===== src/rtl/ctrl_issue_unit.sv =====
// rtl/ctrl_issue_unit.sv - ID-to-EX control decode and issue with multi-cycle FPU wait
module ctrl_issue_unit #(
  parameter int unsigned MC_LAT    = 4,
  parameter bit          ENABLE_MC = 1'b1,
  parameter logic [6:0]  MC_F7_A   = 7'b0001100,
  parameter logic [6:0]  MC_F7_B   = 7'b0101100
) (
  input  logic        clk,
  input  logic        rst,
  input  logic        in_valid,
  input  logic [6:0]  opcode_id,
  input  logic [6:0]  funct7_id,
  input  logic        flush,
  input  logic        ex_ready,
  output logic        in_ready,
  output logic        out_valid,
  output logic [10:0] ctrl_ex,
  output logic        illegal_ex,
  output logic        mc_busy
);

  typedef enum logic {IDLE, MC_WAIT} state_t;

  localparam logic [6:0] OP_FPU  = 7'b1010011;
  localparam logic [3:0] MC_LOAD = 4'(MC_LAT - 1);

  state_t      state_q, state_d;
  logic [3:0]  cnt_q, cnt_d;
  logic [10:0] mc_word_q, mc_word_d;
  logic        out_valid_q, out_valid_d;
  logic [10:0] ctrl_q, ctrl_d;
  logic        illegal_q, illegal_d;

  logic [10:0] dec_word;
  logic        dec_illegal;
  logic        is_nop, is_mc, accept, transfer;

  always_comb begin
    dec_word    = 11'b0;
    dec_illegal = 1'b0;
    case (opcode_id)
      7'b0010011: dec_word = 11'b10010000000;
      7'b0110011: dec_word = 11'b00010001000;
      7'b0000011: dec_word = 11'b11011000000;
      7'b0100011: dec_word = 11'b10000100000;
      7'b1100011: dec_word = 11'b00000010100;
      7'b0000111: dec_word = 11'b11101000000;
      7'b0100111: dec_word = 11'b10000100001;
      OP_FPU: begin
        case (funct7_id)
          7'b0011000: dec_word = 11'b00010001110;
          7'b0011100: dec_word = 11'b00100001100;
          default:    dec_word = 11'b00100001111;
        endcase
      end
      7'b0000000: dec_word = 11'b0;
      default:    dec_illegal = 1'b1;
    endcase
  end

  assign is_nop   = (opcode_id == 7'b0000000);
  assign is_mc    = ENABLE_MC && (opcode_id == OP_FPU) &&
                    ((funct7_id == MC_F7_A) || (funct7_id == MC_F7_B));
  assign in_ready = !rst && !flush && (state_q == IDLE) && (!out_valid_q || ex_ready);
  assign accept   = in_valid && in_ready;
  assign transfer = out_valid_q && ex_ready;

  always_comb begin
    state_d     = state_q;
    cnt_d       = cnt_q;
    mc_word_d   = mc_word_q;
    out_valid_d = out_valid_q;
    ctrl_d      = ctrl_q;
    illegal_d   = illegal_q;
    if (flush) begin
      state_d     = IDLE;
      cnt_d       = 4'd0;
      out_valid_d = 1'b0;
      ctrl_d      = 11'b0;
      illegal_d   = 1'b0;
    end else begin
      // A drained output returns to zero so ctrl_ex never shows a stale word.
      if (transfer) begin
        out_valid_d = 1'b0;
        ctrl_d      = 11'b0;
        illegal_d   = 1'b0;
      end
      case (state_q)
        IDLE: begin
          if (accept && !is_nop) begin
            if (is_mc) begin
              state_d   = MC_WAIT;
              cnt_d     = MC_LOAD;
              mc_word_d = dec_word;
            end else begin
              out_valid_d = 1'b1;
              ctrl_d      = dec_word;
              illegal_d   = dec_illegal;
            end
          end
        end
        MC_WAIT: begin
          if (cnt_q != 4'd0) begin
            cnt_d = cnt_q - 4'd1;
          end else if (!out_valid_q || ex_ready) begin
            out_valid_d = 1'b1;
            ctrl_d      = mc_word_q;
            illegal_d   = 1'b0;
            state_d     = IDLE;
          end
        end
        default: state_d = IDLE;
      endcase
    end
  end

  always_ff @(posedge clk) begin
    if (rst) begin
      state_q     <= IDLE;
      cnt_q       <= 4'd0;
      mc_word_q   <= 11'b0;
      out_valid_q <= 1'b0;
      ctrl_q      <= 11'b0;
      illegal_q   <= 1'b0;
    end else begin
      state_q     <= state_d;
      cnt_q       <= cnt_d;
      mc_word_q   <= mc_word_d;
      out_valid_q <= out_valid_d;
      ctrl_q      <= ctrl_d;
      illegal_q   <= illegal_d;
    end
  end

  assign out_valid  = out_valid_q;
  assign ctrl_ex    = ctrl_q;
  assign illegal_ex = illegal_q;
  assign mc_busy    = (state_q == MC_WAIT);

endmodule

===== config.mk =====
export PLATFORM = sky130hd
export DESIGN_NAME = ctrl_issue_unit
export DESIGN_NICKNAME = d
export VERILOG_FILES = /design/src/rtl/ctrl_issue_unit.sv
export SDC_FILE = /design/constraint.sdc
export NUM_CORES = 1
export LEC_CHECK = 0
export CORE_UTILIZATION = 52
export CTS_BUF_LIST = sky130_fd_sc_hd__clkbuf_16
export DETAILED_ROUTE_END_ITERATION = 10
export PLACE_DENSITY_LB_ADDON = 0.3
export SLEW_MARGIN = 10
export SYNTH_ARGS = -nofsm -noshare
export SYNTH_HDL_FRONTEND = slang
export SYNTH_SLANG_ARGS = --single-unit

===== constraint.sdc =====
create_clock -name clk -period 3.2 [get_ports clk]
set_input_delay 0.8 -clock clk [delete_from_list [all_inputs] [get_ports clk]]
set_output_delay 0.8 -clock clk [all_outputs]
set_load 0.02 [all_outputs]

# Word level (Yosys, flattened, before mapping)
# Cells that the tools add are included.
word_totals:
  reg_bits: 29
  in_bits: 19
  out_inout_bits: 15
classes:
  add_sub_neg: 1
  eq_ne: 15
  n_mux: 30
  bitwise: 2
  reduce_logical: 19
op_table:
  columns: ["operator", "count"]
  rows:
  - ["$pmux W11 S8", 1]
  - ["$mux W11", 5]
  - ["$eq A7 B6 Y1 const B", 4]
  - ["$pmux W11 S2", 1]
  - ["$eq A7 B5 Y1 const B", 3]
  - ["$pmux W9 S2", 1]
  - ["$mux W1", 15]
  - ["$eq A7 B7 Y1 const B", 2]
  - ["$mux W4", 3]
  - ["$reduce_or A9 Y1", 1]
  - ["$pmux W4 S2", 1]
  - ["$eq A7 B2 Y1 const B", 1]
  - ["$eq A7 B3 Y1 const B", 1]
  - ["$eq A7 B4 Y1 const B", 1]
  - ["$logic_and A1 B1 Y1", 7]
  - ["$logic_not A7 Y1", 1]
  - ["$pmux W1 S2", 3]
  - ["$logic_not A1 Y1", 4]
  - ["$ne A2 B1 Y1 const B", 2]
  - ["$reduce_and A4 Y1", 1]
  - ["$reduce_bool A4 Y1", 1]
  - ["$sub A4 B1 Y4 const B", 1]
  - ["$reduce_and A3 Y1", 1]
  - ["$logic_or A1 B1 Y1", 2]
  - ["3 further kinds", 4]

# Longest topological paths before layout
# Gate-level depths: netlist of run 1.
logic_depth:
  word_depth: 8
  mapped_depth: 8
  mapped_depth_nobuf: 7

# Worst setup path after synthesis of run 1
# OpenSTA, ideal clock, no wires.
synth_path:
  kind: "input-to-output"
  start: "input rst"
  end: "output in_ready"
  arrival_ps: 1893
  slack_ps: 507
  stages: 4
  path_buffers: 2
  cell_sequence: "buf_2 or2_2 clkbuf_1 nor3_1"
synth_via:
  elab_chain_cells: 4
synth_rtl:
  columns: ["item", "line_no", "text"]
  rows:
  - ["from (decl)", "9", "input logic rst,"]
  - ["$logic_not A1 Y1", "64", "assign in_ready = !rst && !flush && (state_q == IDLE) && (!out_valid_q || ex_ready);"]
  - ["$logic_and A1 B1 Y1 (3 in series)", "64", null]
  - ["to (decl)", "15", "output logic in_ready,"]
# Every way passes these cells.

# Worst setup path after layout of run 1
layout_path:
  start: "input flush"
  end: "output in_ready"
layout_via:
  elab_chain_cells: 4
layout_rtl:
  columns: ["item", "line_no", "text"]
  rows:
  - ["from (decl)", "13", "input logic flush,"]
  - ["$logic_not A1 Y1", "64", null]
  - ["$logic_and A1 B1 Y1 (3 in series)", "64", null]
# Every way passes these cells.

==> results of run 1 <==
[Yosys cell counts, types with 2 or more instances]
master    count
a211oi_1      6
a21oi_1       7
a221oi_1      6
a31oi_1       2
a41o_1        2
and2_1        6
and3b_1       2
and4bb_2      2
buf_2         4
buf_6         3
clkbuf_1      5
dfxtp_1      28
inv_1         4
nand2_1      17
nand2b_1      2
nand3_1       9
nor2_1       16
nor2b_1       4
nor3_1        8
o21ai_0      11
xor2_1        4
[flip-flops by register name, indices dropped and copies added, names as in the netlist]
| register | cells |
|---|---|
| mc_word_q | 10 |
| ctrl_ex | 11 |
| cnt_q | 4 |
| illegal_ex | 1 |
| mc_busy | 1 |
| out_valid | 1 |
[logic make-up after synthesis]
family          after synthesis
simple gates                 77
compound gates               37
buf+inv                      16
fa+ha+maj                     1
xor+xnor                      4
flops                        28
[worst min-delay path by stage]
stage,cells past startpoint,endpoint,from
floorplan,1,mc_word_q[10]$_SDFFE_PP0P_,mc_word_q[10]$_SDFFE_PP0P_
global placement,1,mc_word_q[4]$_SDFFE_PP0P_,mc_word_q[4]$_SDFFE_PP0P_
detailed placement,1,mc_word_q[10]$_SDFFE_PP0P_,mc_word_q[10]$_SDFFE_PP0P_
CTS,1,mc_word_q[10]$_SDFFE_PP0P_,mc_word_q[10]$_SDFFE_PP0P_
global route,1,mc_word_q[10]$_SDFFE_PP0P_,mc_word_q[10]$_SDFFE_PP0P_
finish,1,mc_word_q[10]$_SDFFE_PP0P_,mc_word_q[10]$_SDFFE_PP0P_
[per-stage QoR]
stage          power (mW)  hold WS (ps)  util, %
4_1_cts             0.724           459     72.3
5_1_grt             0.745           483     72.3
6_report            0.721           463     72.3
3_5_place_dp        0.445           444     69.2
2_1_floorplan       0.406           424        -
3_3_place_gp        0.443           441     69.2
[layer usage]
layer | track usage (%) | vias to the layer above
li1 | - | 639
met1 | 32.6 | 591
met2 | 39.5 | 37
met3 | 3.11 | 7
met4 | 12.3 | 0
met5 | 0 | -
[final cells by class]
cell class | count | area (um2) | share of cell area (%)
clock buffers | 3 | 75.1 | 4.15
clock inverters | 1 | 3.75 | 0.208
inverters | 4 | 15.0 | 0.830
multi-input cells | 119 | 748 | 41.4
flip-flops and latches | 28 | 561 | 31.0
well taps | 30 | 37.5 | 2.08
repair buffers | 38 | 368 | 20.3
[power groups by stage]
stage | combinational (mW) | sequential [mW] | clock (mW)
2_1_floorplan | 0.0416 | 0.365 | 0
3_3_place_gp | 0.0826 | 0.361 | 0
3_5_place_dp | 0.0843 | 0.361 | 0
4_1_cts | 0.0849 | 0.353 | 0.286
5_1_grt | 0.0924 | 0.353 | 0.299
6_report | 0.0849 | 0.353 | 0.283
[worst reg2reg max path, delay by kind of cell (launching register included)]
kind                     cells  cell delay [ps]
AO/OA/AOI/OAI                1              370
adder cells (fa/ha/maj)      1              150
buffers and inverters        1               60
flip-flops                   1              330
AND/OR/NAND/NOR              3             1150
==> results.sh, run 1 <==
export IMPL_status="finished, final reports clean"
export IMPL_finalSetupViolCount=0
export IMPL_fin_cells=223
export IMPL_final_common_cell="clkdlybuf4s50_1"
export IMPL_crit_path_start_kind="primary input"
export IMPL_synth_cell_type_count=36
export IMPL_cts_sinks=28
export IMPL_ir_drop_mv=0.364
export IMPL_endpoint_kind="output port"
export IMPL_tns_ps=0
export IMPL_die_y_um=53.8
export IMPL_wire_per_inst_um=14.0
export IMPL_fillers=185
export IMPL_hp_class="register to register"
export IMPL_crit_top_cell="clkdlybuf4s50_1"
export IMPL_max_freq_mhz=318
export IMPL_area_growth_pct=29.5
export IMPL_period_share_pct=98.2
export IMPL_endpoint="in_ready"
export IMPL_synth_top_cell_area_share_pct=40.1
export IMPL_critPathBufInv=2
export IMPL_met3_length_um=163
export IMPL_synth_mux_area_share_pct=0
export IMPL_met2_length_mm=1.42
export IMPL_rr_endpoint="ctrl_ex[5]$_SDFF_PP0_"
export IMPL_hold_viol_final=0
export IMPL_grt_start_max_net_pins=16
export IMPL_antenna_found_initial=0
export IMPL_syn_cell_area_um2=1400
export IMPL_drive_above_1_share_pct=8.81
export IMPL_vias_per_cell=5.71
export IMPL_drt_pass1_iterations=4
export IMPL_crit_cells=4
export IMPL_final_max_slew_viol_count=0
export IMPL_crit_type="primary input to output port"
export IMPL_routabilityCongestion=0.876
export IMPL_first_global_vias=1145
export IMPL_clock_path_buffers=2
export IMPL_cts_setup_buffers=0
export IMPL_rr_worst_depth=6
export IMPL_pwr_share_comb_pct=11.8
export IMPL_dpl_cell_area_um2=1730
export IMPL_synth_edf_count=0
export IMPL_startpoint="flush"
export IMPL_ant_nets=0
export IMPL_nets=214
export IMPL_critPathArrivalTime_ps=2340
export IMPL_period_needed_ps=3140
export IMPL_ys_ff_latch=28
export IMPL_die_area_um2=2900
export IMPL_grt_total_usage_pct=24.8
export IMPL_syn_inst=163
export IMPL_required_ps=2400
export IMPL_fin_area_um2=1810
export IMPL_slowest_delay_ps=620
export IMPL_skew_ps=1.81
export IMPL_wl_met1_mm=1.49
export IMPL_cp_max_fo=2
export IMPL_synth_fa_ha_area_share_pct=0.896
export IMPL_final_cell_mix="33 x clkdlybuf4s50_1, 28 x dfxtp_1, 17 x nand2_1"
export IMPL_drc_errors=0
export IMPL_cts_resized=0
export IMPL_pin_count=34
export IMPL_synth_async_reset_ratio_pct=0
export IMPL_dp_final_hpwl_mm=2.35
export IMPL_internal_power_mw=0.562
export IMPL_switchingPower_mw=0.159
export IMPL_synthFlopType="dfxtp_1"
export IMPL_switching_share_pct=22.0
export IMPL_yosys_area_share_xor_xnor_pct=2.51
export IMPL_syn_avg_cell_area_um2=8.57
export IMPL_grt_ovfl_total=0
export IMPL_slew_headroom_pct=68.6
export IMPL_r2r_start="cnt_q[0]$_SDFFE_PP0P_"
export IMPL_slowest_stage="clkdlybuf4s50_1"
export IMPL_tritoncts="done"
export IMPL_start_util_pct=55.9
export IMPL_synth_simple_area_share_pct=32.8
export IMPL_dr_max_layer_used="met4"
export IMPL_syn_num_nets=183
export IMPL_drt_iter0_drc=38
export IMPL_worstPathCellList="clkdlybuf4s50_1 > or2_2 > nor3_1 > clkdlybuf4s50_1"
export IMPL_wirelength_mm=3.13
export IMPL_grt_setup_unrepaired="false"
export IMPL_cts_hold_buf=0
export IMPL_fin_ws_ps=57.4
export IMPL_vias=1274
export IMPL_cap_violations=0
export IMPL_core_area_um2=2500
export IMPL_die_x_um=53.8
export IMPL_yosysSeqAreaShare_pct=40.1
export IMPL_p_leak_nw=0.663
export IMPL_cts_buffers=3
export IMPL_placed_cells=219
export IMPL_yosys_warnings=0
export IMPL_reg2reg_slack_ps=1040
export IMPL_synth_top_cells_by_area="dfxtp_1 40%, nand2_1 4.6%, nor2_1 4.3%, o21ai_0 3.9%, a221oi_1 3.8%"
export IMPL_clk_latency_ps=260
export IMPL_worst_pin_slew_ps=470
export IMPL_p_seq_share_pct=49.0
export IMPL_io_buffers=33
export IMPL_root_buffer="clkbuf_16"
export IMPL_rows=18
export IMPL_dp_slack_ps=46.5
export IMPL_antenna_cells=0
export IMPL_powerDensity_nw_per_um2=399
export IMPL_critical_path_top_delay_family="buffers and inverters"
export IMPL_synth_compound_area_share_pct=17.4
export IMPL_power_share_clock_pct=39.2
export IMPL_grt_pass1_wl_mm=5.09
export IMPL_synth_area_leader_cell="dfxtp_1"
export IMPL_synth_top_family_by_area="simple AND/OR/NAND/NOR gates"
export IMPL_cts_clk_slew_worst_paths_ps=60
export IMPL_htree_levels=1
Note: power is estimated with default switching activity, not from simulation.
==> inputs of run 2 (changes only) <==
--- a/config.mk
+++ b/config.mk
@@ -5,7 +5,9 @@
 export SDC_FILE = /design/constraint.sdc
 export NUM_CORES = 1
 export LEC_CHECK = 0
-export CORE_UTILIZATION = 52
+export CELL_PAD_IN_SITES_DETAIL_PLACEMENT = 1
+export CELL_PAD_IN_SITES_GLOBAL_PLACEMENT = 2
+export CORE_UTILIZATION = 30
 export CTS_BUF_LIST = sky130_fd_sc_hd__clkbuf_16
 export DETAILED_ROUTE_END_ITERATION = 10
 export PLACE_DENSITY_LB_ADDON = 0.3
==> run 2 against run 1 <==
Against the previous run:
- critical path depth unchanged
- largest power group is now the clock network
- non-clock buffer count up 2
- global-route usage down 8.4 points
- highest routed layer unchanged
- die area up 70%
==> results.sh, run 2 (synthesis gave the netlist of run 1 again) <==
export IMPL_slowest_delay_ps=420
export IMPL_drive_above_1_share_pct=10.3
export IMPL_final_common_cell="clkdlybuf4s50_1"
export IMPL_switching_share_pct=20.0
export IMPL_hold_viol_final=0
export IMPL_fillers=517
export IMPL_io_buffers=33
export IMPL_crit_type="primary input to output port"
export IMPL_crit_path_start_kind="primary input"
export IMPL_start_util_pct=31.6
export IMPL_grt_total_usage_pct=16.3
export IMPL_fin_cells=247
export IMPL_final_cell_mix="32 x clkdlybuf4s50_1, 28 x dfxtp_1, 17 x nand2_1"
export IMPL_clk_latency_ps=260
export IMPL_endpoint_kind="output port"
export IMPL_dp_final_hpwl_mm=3.02
export IMPL_hp_class="register to register"
export IMPL_vias_per_cell=5.20
export IMPL_worst_pin_slew_ps=553
export IMPL_cap_violations=0
export IMPL_pin_count=34
export IMPL_grt_ovfl_total=0
export IMPL_grt_setup_unrepaired="false"
export IMPL_tns_ps=0
export IMPL_total_power_mw=0.804
export IMPL_grt_start_max_net_pins=17
export IMPL_critical_path_top_delay_family="buffers and inverters"
export IMPL_critPathArrivalTime_ps=1970
export IMPL_routabilityCongestion=0.751
export IMPL_switchingPower_mw=0.161
export IMPL_rows=24
export IMPL_placed_cells=243
export IMPL_wire_per_inst_um=15.5
export IMPL_fin_util_pct=42.6
export IMPL_drt_iter0_drc=47
export IMPL_cts_clk_slew_worst_paths_ps=70
export IMPL_ir_drop_mv=0.237
export IMPL_final_max_slew_viol_count=0
export IMPL_powerDensity_nw_per_um2=428
export IMPL_die_area_um2=4930
export IMPL_power_share_clock_pct=45.2
export IMPL_root_buffer="clkbuf_16"
export IMPL_first_global_vias=1397
export IMPL_largest_register_ffs=11
export IMPL_ant_nets=0
export IMPL_reg2reg_slack_ps=1150
export IMPL_internal_power_mw=0.644
export IMPL_p_leak_nw=0.698
export IMPL_period_share_pct=86.6
export IMPL_cp_max_fo=2
export IMPL_core_area_um2=4410
export IMPL_antenna_found_initial=0
export IMPL_wirelength_mm=3.84
export IMPL_area_growth_pct=34.6
export IMPL_skew_ps=2.64
export IMPL_drt_pass1_iterations=4
export IMPL_required_ps=2400
export IMPL_cts_buffers=3
export IMPL_slowest_stage="clkdlybuf4s50_1"
export IMPL_critPathBufInv=2
export IMPL_cts_sinks=28
export IMPL_period_needed_ps=2770
export IMPL_max_freq_mhz=361
export IMPL_drc_errors=0
export IMPL_p_seq_share_pct=43.9
export IMPL_slew_headroom_pct=63.0
export IMPL_tritoncts="done"
export IMPL_clock_path_buffers=2
export IMPL_grt_pass1_wl_mm=6.53
export IMPL_nets=216
export IMPL_antenna_cells=0
export IMPL_htree_levels=1
export IMPL_status="finished, final reports clean"
export IMPL_holdWs_ps=457
export IMPL_die_y_um=70.2
export IMPL_die_x_um=70.2
export IMPL_vias=1284
export IMPL_worstPathCellList="clkdlybuf4s50_1 > or2_2 > nor3_1 > dlymetal6s2s_1"
export IMPL_finalSetupViolCount=0
export IMPL_pwr_share_comb_pct=10.9
[run 2: worst paths after layout]
check,start,to,cells past startpoint
worst max-delay path,flush,in_ready,4
worst min-delay path,mc_word_q[5]$_SDFFE_PP0P_,mc_word_q[5]$_SDFFE_PP0P_,1
worst max register to register,cnt_q[0]$_SDFFE_PP0P_,ctrl_ex[4]$_SDFF_PP0_,7
worst min register to register,mc_word_q[5]$_SDFFE_PP0P_,mc_word_q[5]$_SDFFE_PP0P_,1
[run 2: through the flow]
| step | area [um2] | worst slack [ps] |
|---|---|---|
| 2_1_floorplan | 1400 | 507 |
| 3_3_place_gp | 1770 | 39.3 |
| 3_5_place_dp | 1770 | 4.05 |
| 4_1_cts | 1880 | 4.05 |
| 5_1_grt | 1880 | 374 |
| 6_report | 1880 | 428 |
[run 2: layout make-up]
| cell class | count | area (um2) | share of cell area [%] |
|---|---|---|---|
| Clock buffer | 3 | 75.1 | 3.99 |
| Clock inverter | 1 | 30.0 | 1.60 |
| Inverter | 4 | 15.0 | 0.799 |
| Multi-Input combinational cell | 119 | 748 | 39.8 |
| Sequential cell | 28 | 561 | 29.8 |
| Tap cell | 52 | 65.1 | 3.46 |
| Timing Repair Buffer | 40 | 385 | 20.5 |
[run 2: routing by layer]
layer  global-route usage [%]  share of wire (%)
met5                        0                  0
met4                     3.78               0.50
met3                     2.74                3.2
met2                     28.1                 48
met1                     21.1                 48
[run 2: repair_timing]
| item | in CTS | in global routing |
|---|---|---|
| buffers inserted | 0 | 0 |
| setup endpoints to repair | 0 | 1 |
| hold buffers | 0 | 0 |
| gates resized for setup | 0 | 1 |
[run 2: power groups by stage]
| stage | Clock [mW] | Sequential, mW | Combinational, mW |
|---|---|---|---|
| floorplan | 0 | 0.365 | 0.0416 |
| global placement | 0 | 0.361 | 0.0860 |
| detailed placement | 0 | 0.361 | 0.0883 |
| CTS | 0.374 | 0.353 | 0.0891 |
| global route | 0.390 | 0.353 | 0.0955 |
| finish | 0.364 | 0.353 | 0.0879 |
